## src/rtl/stopwatch_ctrl_if.sv

```systemverilog
// ---------------------------------------------------------------------------
// stopwatch_ctrl_if
//   Groups the key/carry inputs and the control outputs of the stopwatch
//   controller.
//   master : key source / counter datapath side. Drives key_ss, key_lc and
//            chain_carry. Observes tick_en, cnt_clr, freeze, ovf and state.
//   slave  : the controller itself.
//
//   key_ss      start/stop pulse, one clk wide, debounced
//   key_lc      lap/clear pulse, one clk wide, debounced
//   chain_carry carry from the last decade stage (999999 -> 000000)
//   tick_en     one-clk count enable to the first decade stage
//   cnt_clr     one-clk synchronous clear to all decade stages
//   freeze      display-hold strobe, high while a lap snapshot is shown
//   ovf         high while the stopwatch has overflowed
//   state       IDLE=0, RUN=1, PAUSE=2, LAP=3, OVF=4
// ---------------------------------------------------------------------------
interface stopwatch_ctrl_if;
  logic       key_ss;
  logic       key_lc;
  logic       chain_carry;
  logic       tick_en;
  logic       cnt_clr;
  logic       freeze;
  logic       ovf;
  logic [2:0] state;

  modport master (
    output key_ss, key_lc, chain_carry,
    input  tick_en, cnt_clr, freeze, ovf, state
  );

  modport slave (
    input  key_ss, key_lc, chain_carry,
    output tick_en, cnt_clr, freeze, ovf, state
  );
endinterface

```

## src/rtl/stopwatch_ctrl.sv

```systemverilog
// ---------------------------------------------------------------------------
// stopwatch_ctrl
//   Run/pause/lap/clear controller for a 6-digit cascaded decade counter.
//   Owns the tick divider, drives the first stage count enable and the
//   synchronous clear of all stages, holds the display during a lap and
//   flags overflow from the last-stage carry.
//
//   Parameters
//     TICK_DIV  clk cycles per count tick (2 .. 2^32-1)
//     DIV_W     divider width, TICK_DIV-1 must fit
//
//   Ports
//     clk   system clock, rising edge
//     rst   asynchronous active-high reset
//     bus   stopwatch_ctrl_if.slave (keys and carry in, controls out)
//
//   All outputs are registered. Event priority within a cycle is
//   chain_carry > key_ss > key_lc; an event that is not the winner is
//   dropped. Events with no meaning in the current state are ignored.
// ---------------------------------------------------------------------------
module stopwatch_ctrl #(
  parameter int unsigned TICK_DIV = 5_000_000,
  parameter int unsigned DIV_W    = 32
) (
  input logic             clk,
  input logic             rst,
  stopwatch_ctrl_if.slave bus
);

  typedef enum logic [2:0] {
    S_IDLE  = 3'd0,
    S_RUN   = 3'd1,
    S_PAUSE = 3'd2,
    S_LAP   = 3'd3,
    S_OVF   = 3'd4
  } state_t;

  localparam logic [DIV_W-1:0] DIV_MAX = DIV_W'(TICK_DIV - 1);

  state_t           r_state;
  logic [DIV_W-1:0] r_div_cnt;
  logic             r_tick_en;
  logic             r_cnt_clr;
  logic             r_freeze;
  logic             r_ovf;
  logic             w_tick_due;

  assign w_tick_due = (r_div_cnt == DIV_MAX);

  // NOTE: every register here, including the divider, gets an explicit reset
  // value and is updated with non-blocking assignments only, so each branch
  // below reads the pre-edge values no matter in which order it is written.
  always_ff @(posedge clk or posedge rst) begin
    if (rst) begin
      r_state   <= S_IDLE;
      r_div_cnt <= '0;
      r_tick_en <= 1'b0;
      r_cnt_clr <= 1'b0;
      r_freeze  <= 1'b0;
      r_ovf     <= 1'b0;
    end else begin
      // Both strobes are single-cycle; they default low every edge.
      r_tick_en <= 1'b0;
      r_cnt_clr <= 1'b0;

      unique case (r_state)
        S_IDLE: begin
          r_div_cnt <= '0;
          if (bus.key_ss) begin
            r_state <= S_RUN;
          end
        end

        S_RUN, S_LAP: begin
          if (bus.chain_carry) begin
            // Counting stops; the counters hold 000000 until cleared.
            r_state   <= S_OVF;
            r_div_cnt <= '0;
            r_freeze  <= 1'b0;
            r_ovf     <= 1'b1;
          end else if (bus.key_ss) begin
            r_state  <= S_PAUSE;
            r_freeze <= 1'b0;
            // A tick due on the pause edge is still issued; otherwise the
            // sub-tick phase is frozen where it stands.
            if (w_tick_due) begin
              r_tick_en <= 1'b1;
              r_div_cnt <= '0;
            end
          end else begin
            r_tick_en <= w_tick_due;
            r_div_cnt <= w_tick_due ? '0 : r_div_cnt + DIV_W'(1);
            if (bus.key_lc) begin
              r_state  <= (r_state == S_RUN) ? S_LAP : S_RUN;
              r_freeze <= (r_state == S_RUN);
            end
          end
        end

        S_PAUSE: begin
          if (bus.key_ss) begin
            // Resume keeps r_div_cnt, so the partial tick is not lost.
            r_state <= S_RUN;
          end else if (bus.key_lc) begin
            r_state   <= S_IDLE;
            r_div_cnt <= '0;
            r_cnt_clr <= 1'b1;
          end
        end

        S_OVF: begin
          r_div_cnt <= '0;
          if (bus.key_lc) begin
            r_state   <= S_IDLE;
            r_ovf     <= 1'b0;
            r_cnt_clr <= 1'b1;
          end
        end

        default: begin
          r_state   <= S_IDLE;
          r_div_cnt <= '0;
          r_freeze  <= 1'b0;
          r_ovf     <= 1'b0;
        end
      endcase
    end
  end

  assign bus.tick_en = r_tick_en;
  assign bus.cnt_clr = r_cnt_clr;
  assign bus.freeze  = r_freeze;
  assign bus.ovf     = r_ovf;
  assign bus.state   = r_state;

endmodule
```

## src/flat_wrapper.sv

```systemverilog
// flat-port wrapper written by rule: the top's interface ports become plain ports
module stopwatch_ctrl_flat 
#(
  parameter int unsigned TICK_DIV = 5_000_000,
  parameter int unsigned DIV_W    = 32
)
  (clk, rst, bus_key_ss, bus_key_lc, bus_chain_carry, bus_tick_en, bus_cnt_clr, bus_freeze, bus_ovf, bus_state);
  stopwatch_ctrl_if bus_i ();
  input logic clk;
  input logic rst;
  input wire logic [$bits(bus_i.key_ss)-1:0] bus_key_ss;
  input wire logic [$bits(bus_i.key_lc)-1:0] bus_key_lc;
  input wire logic [$bits(bus_i.chain_carry)-1:0] bus_chain_carry;
  output wire logic [$bits(bus_i.tick_en)-1:0] bus_tick_en;
  output wire logic [$bits(bus_i.cnt_clr)-1:0] bus_cnt_clr;
  output wire logic [$bits(bus_i.freeze)-1:0] bus_freeze;
  output wire logic [$bits(bus_i.ovf)-1:0] bus_ovf;
  output wire logic [$bits(bus_i.state)-1:0] bus_state;
  assign bus_i.key_ss = bus_key_ss;
  assign bus_i.key_lc = bus_key_lc;
  assign bus_i.chain_carry = bus_chain_carry;
  assign bus_tick_en = bus_i.tick_en;
  assign bus_cnt_clr = bus_i.cnt_clr;
  assign bus_freeze = bus_i.freeze;
  assign bus_ovf = bus_i.ovf;
  assign bus_state = bus_i.state;
  stopwatch_ctrl #(.TICK_DIV(TICK_DIV), .DIV_W(DIV_W)) u_core (.clk(clk), .rst(rst), .bus(bus_i));
endmodule
```

## config.mk

```make
export PLATFORM = sky130hd
export DESIGN_NAME = stopwatch_ctrl_flat
export DESIGN_NICKNAME = d
export VERILOG_FILES = /design/src/rtl/stopwatch_ctrl_if.sv /design/src/rtl/stopwatch_ctrl.sv /design/src/flat_wrapper.sv
export SDC_FILE = /design/constraint.sdc
export NUM_CORES = 1
export LEC_CHECK = 0
export CAP_MARGIN = 20
export CORE_ASPECT_RATIO = 1.4
export CORE_MARGIN = 2
export CORE_UTILIZATION = 62
export DETAILED_ROUTE_END_ITERATION = 12
export GPL_ROUTABILITY_DRIVEN = 0
export PLACE_DENSITY_LB_ADDON = 0.12
export SYNTH_ARGS = -nofsm -noshare
export SYNTH_HDL_FRONTEND = slang
export SYNTH_SLANG_ARGS = --single-unit
```

## constraint.sdc

```tcl
create_clock -name clk -period 3.2 [get_ports clk]
set_input_delay 0.64 -clock clk [delete_from_list [all_inputs] [get_ports clk]]
set_output_delay 0.64 -clock clk [all_outputs]
set_load 0.02 [all_outputs]
```

### Yosys cells after proc, flatten, opt, wreduce, memory -nomap -nowiden

Cells that the tools add are included.
Widths: inputs -> output; s select.

* register bits after elaboration: 39
* output and inout port bits: 7
* word-level logic and storage cells: 58

* $add $sub $neg: 1
* equality and inequality tests: 12
* muxes and demuxes: 29
* bitwise logic cells: 2
* reduce and logical (&&, ||, !) cells: 8

Operators by type and width (number)
* $mux 32: 6
* $pmux 32 s2: 1
* $add 32x1->32 const B: 1
* $eq 32x23->1 const B: 1
* $mux 3: 6
* $pmux 3 s4: 1
* $mux 1: 11
* $ne 2x2->1 const B: 5
* $eq 3x2->1 const B: 2
* $reduce_and 3->1: 2
* $ne 4x3->1 const B: 1
* $ne 4x4->1 const B: 1
* $pmux 1 s2: 2
* $reduce_and 2->1: 2
* $reduce_or 2->1: 2
* $eq 3x1->1 const B: 1
* $eq 3x3->1 const B: 1
* $logic_not 3->1: 1
* $pmux 1 s3: 1
* $reduce_or 3->1: 1
* $mux 2: 1
* $not 1->1: 2

### Depth between registers and ports, before layout

Gate-level depths: netlist (run 1).

* depth in word-level cells: 6
* mapped depth: 9
* mapped depth without buffers: 7

### Least setup slack after synthesis (run 1)

No wires, ideal clock.

* path kind: reg2reg
* start: reg u_core.r_div_cnt[6]
* end: reg u_core.r_div_cnt[14]
* arrival time: 1.955 ns
* slack: 1.125 ns
* stages on the path, launching flop included: 10
* path through: dfrtp_1 -> nor4_2 -> nand3_1 -> or4_1 -> buf_2 -> nand2b_2 -> and2b_1 -> buf_6 -> buf_6 -> nor2_1

* cells in the longest elaborated chain, start to end: 5
* elaborated cells on any way between the ends: 8
* classes of those cells: add/sub: 1; eq/ne: 2; mux: 4; reduce/logical: 1

RTL lines
* start, declared: RTL line stopwatch_ctrl.sv:41 `logic [DIV_W-1:0] r_div_cnt;`
* start signal, assigned: RTL line stopwatch_ctrl.sv:92 `r_div_cnt <= w_tick_due ? '0 : r_div_cnt + DIV_W'(1);`
* $add 32x1->32 / $eq 32x23->1 (equally long branches): RTL line stopwatch_ctrl.sv:92, stopwatch_ctrl.sv:48
* $mux 32: RTL line stopwatch_ctrl.sv:92
* $mux 32: RTL line stopwatch_ctrl.sv:81 `end else if (bus.key_ss) begin`
* $mux 32: RTL line stopwatch_ctrl.sv:75 `if (bus.chain_carry) begin`
* $pmux 32 s2: RTL line stopwatch_ctrl.sv:66 `unique case (r_state)`

Parallel ways exist; a longest one is shown, timed or not.
A chain may end at the register's enable or synchronous reset.

### Worst setup path after layout (run 1)

* start: reg u_core.r_div_cnt[25]
* end: reg u_core.r_div_cnt[2]

* cells in the longest elaborated chain, start to end: 5
* elaborated cells on any way between the ends: 7
* classes of those cells: eq/ne: 2; mux: 4; reduce/logical: 1

RTL lines
* $eq 32x23->1 *: RTL line stopwatch_ctrl.sv:48 `assign w_tick_due = (r_div_cnt == DIV_MAX);`
* $mux 32: RTL line stopwatch_ctrl.sv:92
* $mux 32: RTL line stopwatch_ctrl.sv:81
* $mux 32: RTL line stopwatch_ctrl.sv:75
* $pmux 32 s2: RTL line stopwatch_ctrl.sv:66

Mark *: on every way between the ends. The rest lies on a longest branch, timed or not.

==> flow_summary_export.csv, run 1 <==
group,metric,value,unit
run_status,status,"finished, final reports clean",
clock_tree,cts_sinks,39,
critical_path,reg2reg_from,"u_core.r_div_cnt[25]",
power_and_ir_drop,p_sw,314.8,µW
global_routing,grt_pass1_wl,8.349,mm
global_routing,grt_max_degree,40,
clock_tree,cts_buffer_depth,2,
power_and_ir_drop,p_int,764.1,µW
power_and_ir_drop,clockPowerShare,0.307,
logic_synthesis,ys_ff_latch,39,
clock_tree,clk_latency,290,ps
critical_path,path_cells,"nor4_1, nand4_1, or4_1, nand2b_2, and2b_1, buf_4, nor2_1",
drt,wl,4.996,mm
sta,timing.final.max_slew_violations,0,
power_and_ir_drop,power_leakage,0.0009482,µW
critical_path,crit_required,3370,ps
min_path,hp-class,"register to register",
power_and_ir_drop,p_total,1079,µW
floorplanning,die_h,74.14,µm
final_layout,final_nets,257,
final_layout,drive_above_1_share,0.09960,
logic_synthesis,yosysSeqAreaShare,0.4480,
critical_path,crit_slowest_cell,"or4_1",
critical_path,crit_arrival,2830,ps
sta,hold_slack,520.8,ps
logic_synthesis,syn_inst,233,
drt,postRouteAntennaNets,0,
final_layout,area_delta_synth_final,11.72,%
critical_path,cp-end-kind,"register",
critical_path,cp-start-kind,"register",
min_path,hp-start,"u_core.r_div_cnt[1]",
sta,fmax,376.2,MHz
critical_path,critPathMaxStageDelay,710,ps
final_layout,final_core_util,0.7204,
sta,tns,0,ps
sta,setup-violations-final,0,
drt,wl_per_cell,17.17,µm
min_path,hold-path-endpoint,"u_core.r_div_cnt[1]",
logic_synthesis,synthArstFlopShare,1.000,
placement,place_hpwl,3.629,mm
critical_path,rr_worst_depth,7,
logic_synthesis,synth_top_area_frac,0.4480,
drt,route.detailed.drc,0,
logic_synthesis,yosysWarnings,0,
power_and_ir_drop,sw_frac_of_total,0.2918,
critical_path,reg2reg_to,"u_core.r_div_cnt[2]",
sta,hold_violations,0,
logic_synthesis,yosys_most_used_dff,"dfrtp_1",
floorplanning,dieArea,4010,µm²
final_layout,fin_area,2434,µm²
sta,maxSlewHeadroom,0.6477,
power_and_ir_drop,pwr_density_cell,443.3,nW/µm²
logic_synthesis,syn-cell-area,2178,µm²
sta,period_share,0.8307,
logic_synthesis,synth_area_leaders,"dfrtp_1, xor2_1, nor2_1",
critical_path,crit_type,"register to register",
drt,drt_pre_antenna_iters,4,
drt,vias,1839,
sta,tightest_slew,524.1,ps
logic_synthesis,synth-edff-count,0,
clock_tree,cts_setup_buffers,0,
global_routing,antenna_found_initial,0,
clock_tree,cts_max_level,2,
sta,rsz0062_at_grt,"no",
sta,post-route-min-period,2658,ps
floorplanning,core_region_area,3378,µm²
power_and_ir_drop,max-vdd-ir-drop,0.4917,mV
floorplanning,pin_count,12,
run,maxCapViolCount,0,
sta,clock_skew,11.56,ps
drt,drt-vias-per-instance,6.320,
floorplanning,fp.dieW,54.10,µm
clock_tree,cts.repair.resized,0,
global_routing,grt_use_total,0.2879,
power_and_ir_drop,p_comb_frac,0.190,
floorplanning,start_util,0.6448,
logic_synthesis,yosys.area.top_type,"dfrtp_1",
clock_tree,cts-buffers-inserted,5,
min_path,whs_path_depth,1,
placement,placed_cell_area,2346,µm²
logic_synthesis,syn_nets,239,
logic_synthesis,synth_cell_types,44,
logic_synthesis,avgSynthCellArea,9.349,µm²
power_and_ir_drop,p_seq_frac,0.503,
clock_tree,tritoncts,"built",
critical_path,r2r_slack,540,ps
global_routing,grt_pass1_vias,1758,
placement,port_buffers,11,
clock_tree,cts_root_buffer,"clkbuf_8",
final_layout,n_antenna_cell,0,
drt,drt_iter0_drc,67,
global_routing,gr-total-overflow,0,
critical_path,critPathMaxFanout,11,
clock_tree,hold_buffers,0,
clock_tree,clk_pin_slew,80,ps
floorplanning,fp-row-count,25,
[Yosys cell counts, drive strengths merged (5+ instances only)]
cell type and instances:
a21oi 11, and4 5, buf 5, dfrtp 39, inv 5, nand2 17, nand2b 6, nand3 13
nand4 14, nor2 33, nor4 8, o21ai 10, xnor2 6, xor2 17
[layer usage]
metal,vias to the layer above,GRT usage,wire [µm]
met1,896,0.3466,2010
met5,-,0,0
met3,14,0.05622,199
met2,53,0.4864,2666
li1,876,-,-
met4,0,0.1361,120
[layout by cell type, fill, tap and decap left out, types with 4 or more instances in the layout]
| cell type | instances |
|---|---|
| nor2_1 | 30 |
| and4_1 | 5 |
| or3_1 | 4 |
| nand3_1 | 13 |
| inv_1 | 5 |
| a21oi_1 | 11 |
| nand2_1 | 17 |
| and2_1 | 4 |
| nand4_1 | 13 |
| a211oi_1 | 4 |
| dfrtp_1 | 39 |
| buf_4 | 7 |
| clkbuf_8 | 6 |
| o21ai_0 | 9 |
| nor4_1 | 6 |
| xnor2_1 | 6 |
| nand2b_1 | 5 |
| clkdlybuf4s50_1 | 11 |
| xor2_1 | 17 |
[cell families after synthesis]
kind of cell / after synthesis / synth area share
AND/OR/NAND/NOR: 125 / 0.3308
flip-flops: 39 / 0.4480
AO/OA/AOI/OAI: 33 / 0.09363
XOR/XNOR: 23 / 0.09247
buffers and inverters: 12 / 0.02929
adder cells (fa/ha/maj): 1 / 0.005743
[worst max-delay path: cells and delay by family (launching register included)]
kind | cells | cell delay (ps)
buffers and inverters | 1 | 260
DFF | 1 | 440
and+or+nand+nor | 6 | 1830
[worst max path at each step]
stage                              start              endpoint  slack (ps)
global placement         bus_chain_carry  u_core.r_div_cnt[31]         560
finish              u_core.r_div_cnt[25]   u_core.r_div_cnt[2]         540
floorplan            u_core.r_div_cnt[6]  u_core.r_div_cnt[14]        1130
global route        u_core.r_div_cnt[28]   u_core.r_div_cnt[2]         370
detailed placement            bus_key_ss  u_core.r_div_cnt[27]         430
CTS                 u_core.r_div_cnt[25]  u_core.r_div_cnt[27]         540
[power by group through the flow]
stage / Clock [µW] / Sequential [µW] / Combinational [µW]
finish: 331 / 543 / 205
global route: 353 / 545 / 225
CTS: 332 / 542 / 206
detailed placement: 0 / 551 / 205
global placement: 0 / 549 / 201
floorplan: 0 / 561 / 117
[sequential cells by signal, summed over array words and instances, names as in the netlist]
name,flops
u_core.bus.state,3
u_core.bus.cnt_clr,1
u_core.bus.tick_en,1
u_core.bus.freeze,1
u_core.r_div_cnt,32
u_core.bus.ovf,1
[cell type report]
class	instances	area [µm²]
multi-input combinational	182	1139
clock buffer	6	82.58
tap	40	50.05
clock inverter	1	5.005
inverter	5	18.77
sequential	39	975.9
fill	265	944.7
timing repair buffer	18	162.7
[stage by stage]
stage / setup slack (ps) / cells
floorplan: 1125 / 233
global placement: 557.0 / 284
detailed placement: 426.9 / 284
CTS: 539.9 / 291
global route: 372.8 / 291
finish: 541.7 / 291
Note: power is estimated with default switching activity, not from simulation.
==> run 2, diff against run 1 <==
--- a/config.mk
+++ b/config.mk
@@ -8,7 +8,7 @@
 export CAP_MARGIN = 20
 export CORE_ASPECT_RATIO = 1.4
 export CORE_MARGIN = 2
-export CORE_UTILIZATION = 62
+export CORE_UTILIZATION = 53
 export DETAILED_ROUTE_END_ITERATION = 12
 export GPL_ROUTABILITY_DRIVEN = 0
 export PLACE_DENSITY_LB_ADDON = 0.12
==> constraint.sdc (replaced) <==
create_clock -name clk -period 2.2 [get_ports clk]
set_input_delay 0.44 -clock clk [delete_from_list [all_inputs] [get_ports clk]]
set_output_delay 0.44 -clock clk [all_outputs]
set_load 0.02 [all_outputs]
==> flow_summary_export.csv, run 2 (synthesis gave the netlist of run 1 again) <==
group,metric,value,unit
floorplanning,dieArea,4646,µm²
placement,dp.cells,328,
final_layout,drive_above_1_share,0.3167,
sta,hold_violations,0,
power_and_ir_drop,clockPowerShare,0.277,
sta,setup_ws,-25.85,ps
run,maxCapViolCount,0,
sta,tns,-39.51,ps
floorplanning,fp-row-count,27,
critical_path,cp-end-kind,"register",
power_and_ir_drop,pwr_density_cell,556.1,nW/µm²
drt,drt_pre_antenna_iters,4,
placement,place_hpwl,4.040,mm
global_routing,antenna_found_initial,0,
clock_tree,hold_buffers,0,
run_status,violations,"setup timing",
final_layout,area_delta_synth_final,40.32,%
global_routing,grt_pass1_vias,2083,
critical_path,crit_arrival,2400,ps
power_and_ir_drop,p_int,1183,µW
drt,route.detailed.drc,0,
final_layout,final_common_cell,"buf_4",
drt,drt-vias-per-instance,6.163,
sta,fmax,449.3,MHz
final_layout,layout_common_cells,"buf_4, dfrtp_1, nor2_1",
final_layout,top_register,"u_core.r_div_cnt",
final_layout,n_antenna_cell,0,
power_and_ir_drop,p_sw,516.5,µW
sta,setup-violations-final,2,
power_and_ir_drop,p_seq_frac,0.451,
clock_tree,clk_latency,290,ps
floorplanning,core_region_area,3953,µm²
sta,clock_skew,4.585,ps
drt,postRouteAntennaNets,0,
global_routing,grt_pass1_wl,9.232,mm
clock_tree,tritoncts,"built",
drt,wl_per_cell,17.96,µm
placement,port_buffers,11,
clock_tree,cts_sinks,39,
global_routing,gr-total-overflow,0,
critical_path,crit_type,"register to register",
floorplanning,die_h,79.86,µm
clock_tree,cts-buffers-inserted,5,
clock_tree,cts_max_level,2,
power_and_ir_drop,sw_frac_of_total,0.3039,
sta,maxSlewHeadroom,0.6564,
drt,vias,2114,
critical_path,critPathMaxFanout,5,
clock_tree,cts_root_buffer,"clkbuf_8",
sta,rsz0062_at_grt,"yes",
global_routing,grt_use_total,0.2614,
floorplanning,pin_count,12,
sta,post-route-min-period,2226,ps
final_layout,fill_cells,275,
drt,drt_iter0_drc,105,
final_layout,fin_cells,343,
power_and_ir_drop,p_comb_frac,0.273,
critical_path,cp-start-kind,"register",
power_and_ir_drop,max-vdd-ir-drop,0.6482,mV
drt,wl,6.161,mm
floorplanning,start_util,0.5511,
sta,tightest_slew,515.4,ps
sta,period_share,1.012,
power_and_ir_drop,power_leakage,0.001303,µW
clock_tree,clk_pin_slew,70,ps
run_status,status,"finished with violations",
sta,timing.final.max_slew_violations,0,
min_path,hp-class,"register to register",
global_routing,grt_max_degree,40,
clock_tree,cts_buffer_depth,2,
final_layout,final_nets,305,
floorplanning,fp.dieW,58.18,µm
final_layout,largest_register_ffs,32,
critical_path,crit_required,2370,ps
[run 2: cell count changes in the layout (fill, tap and decap cells not counted), moves of 4 or more]
cell,previous run,this run
a21oi_1,11,6
buf_6,0,8
nor2_1,30,26
nor4_4,0,5
a21oi_2,0,5
buf_4,7,44
[run 2: timing repair]
action	4_1_cts	5_1_grt
cloned	0	3
setup buffers	0	4
pin swaps	1	14
gates resized for setup	2	43
setup endpoints to repair	29	29
[run 2: path summary, 6_finish.rpt]
check	from	to	slack, ps	cells after the start
min in group asynchronous	rst	u_core.bus.state[0]	570	3
max reg2reg	u_core.r_div_cnt[31]	u_core.r_div_cnt[27]	-30	8
max in group asynchronous	rst	u_core.bus.ovf	1270	3
min reg2reg	u_core.bus.freeze	u_core.bus.freeze	510	2
min	u_core.bus.freeze	u_core.bus.freeze	510	2
max	u_core.r_div_cnt[31]	u_core.r_div_cnt[27]	-30	8
[run 2: final cells by class]
type | instances | area [µm²] | area share
clock buffers | 7 | 76.32 | 0.02497
flip-flops and latches | 39 | 975.9 | 0.3193
inverters | 5 | 18.77 | 0.006140
clock inverters | 1 | 5.005 | 0.001637
multi-input cells | 182 | 1346 | 0.4404
repair buffers | 66 | 580.6 | 0.1899
well taps | 43 | 53.80 | 0.01760
[run 2: per-layer routing]
layer	part of all wire	track usage	vias to the layer above
met5	0	0	-
met4	0.058	0.1605	0
met3	0.046	0.03890	31
met2	0.51	0.4580	78
met1	0.39	0.2905	1027
li1	-	-	978
[run 2: power groups by stage]
stage	Combinational, µW	Sequential (µW)	Clock, µW
after floorplan	171	815	0
after global placement	380	779	0
after detailed placement	382	780	0
after CTS	384	766	481
after global routing	495	770	501
final	464	766	470
[run 2: metrics by stage]
| stage | instance area [µm²] | total power [µW] | setup WS [ps] | util | hold WS [ps] |
|---|---|---|---|---|---|
| after floorplan | 2178 | 986.1 | 125.4 | - | 477.3 |
| after global placement | 2670 | 1159 | -84.24 | 0.6755 | 487.7 |
| after detailed placement | 2670 | 1162 | -95.25 | 0.6755 | 500.9 |
| after CTS | 2761 | 1631 | 21.75 | 0.6986 | 518.9 |
| after global routing | 3057 | 1766 | -203.3 | 0.7733 | 536.3 |
| final | 3057 | 1700 | -25.85 | 0.7733 | 512.4 |
[run 2: critical path, cell delays in order (launching register included)]
cell	delay, ps
dfrtp_1	400
buf_6	140
nor4_4	290
nand4_1	190
nor3_4	350
o21ai_4	110
buf_6	160
o31ai_1	370
a21oi_2	90
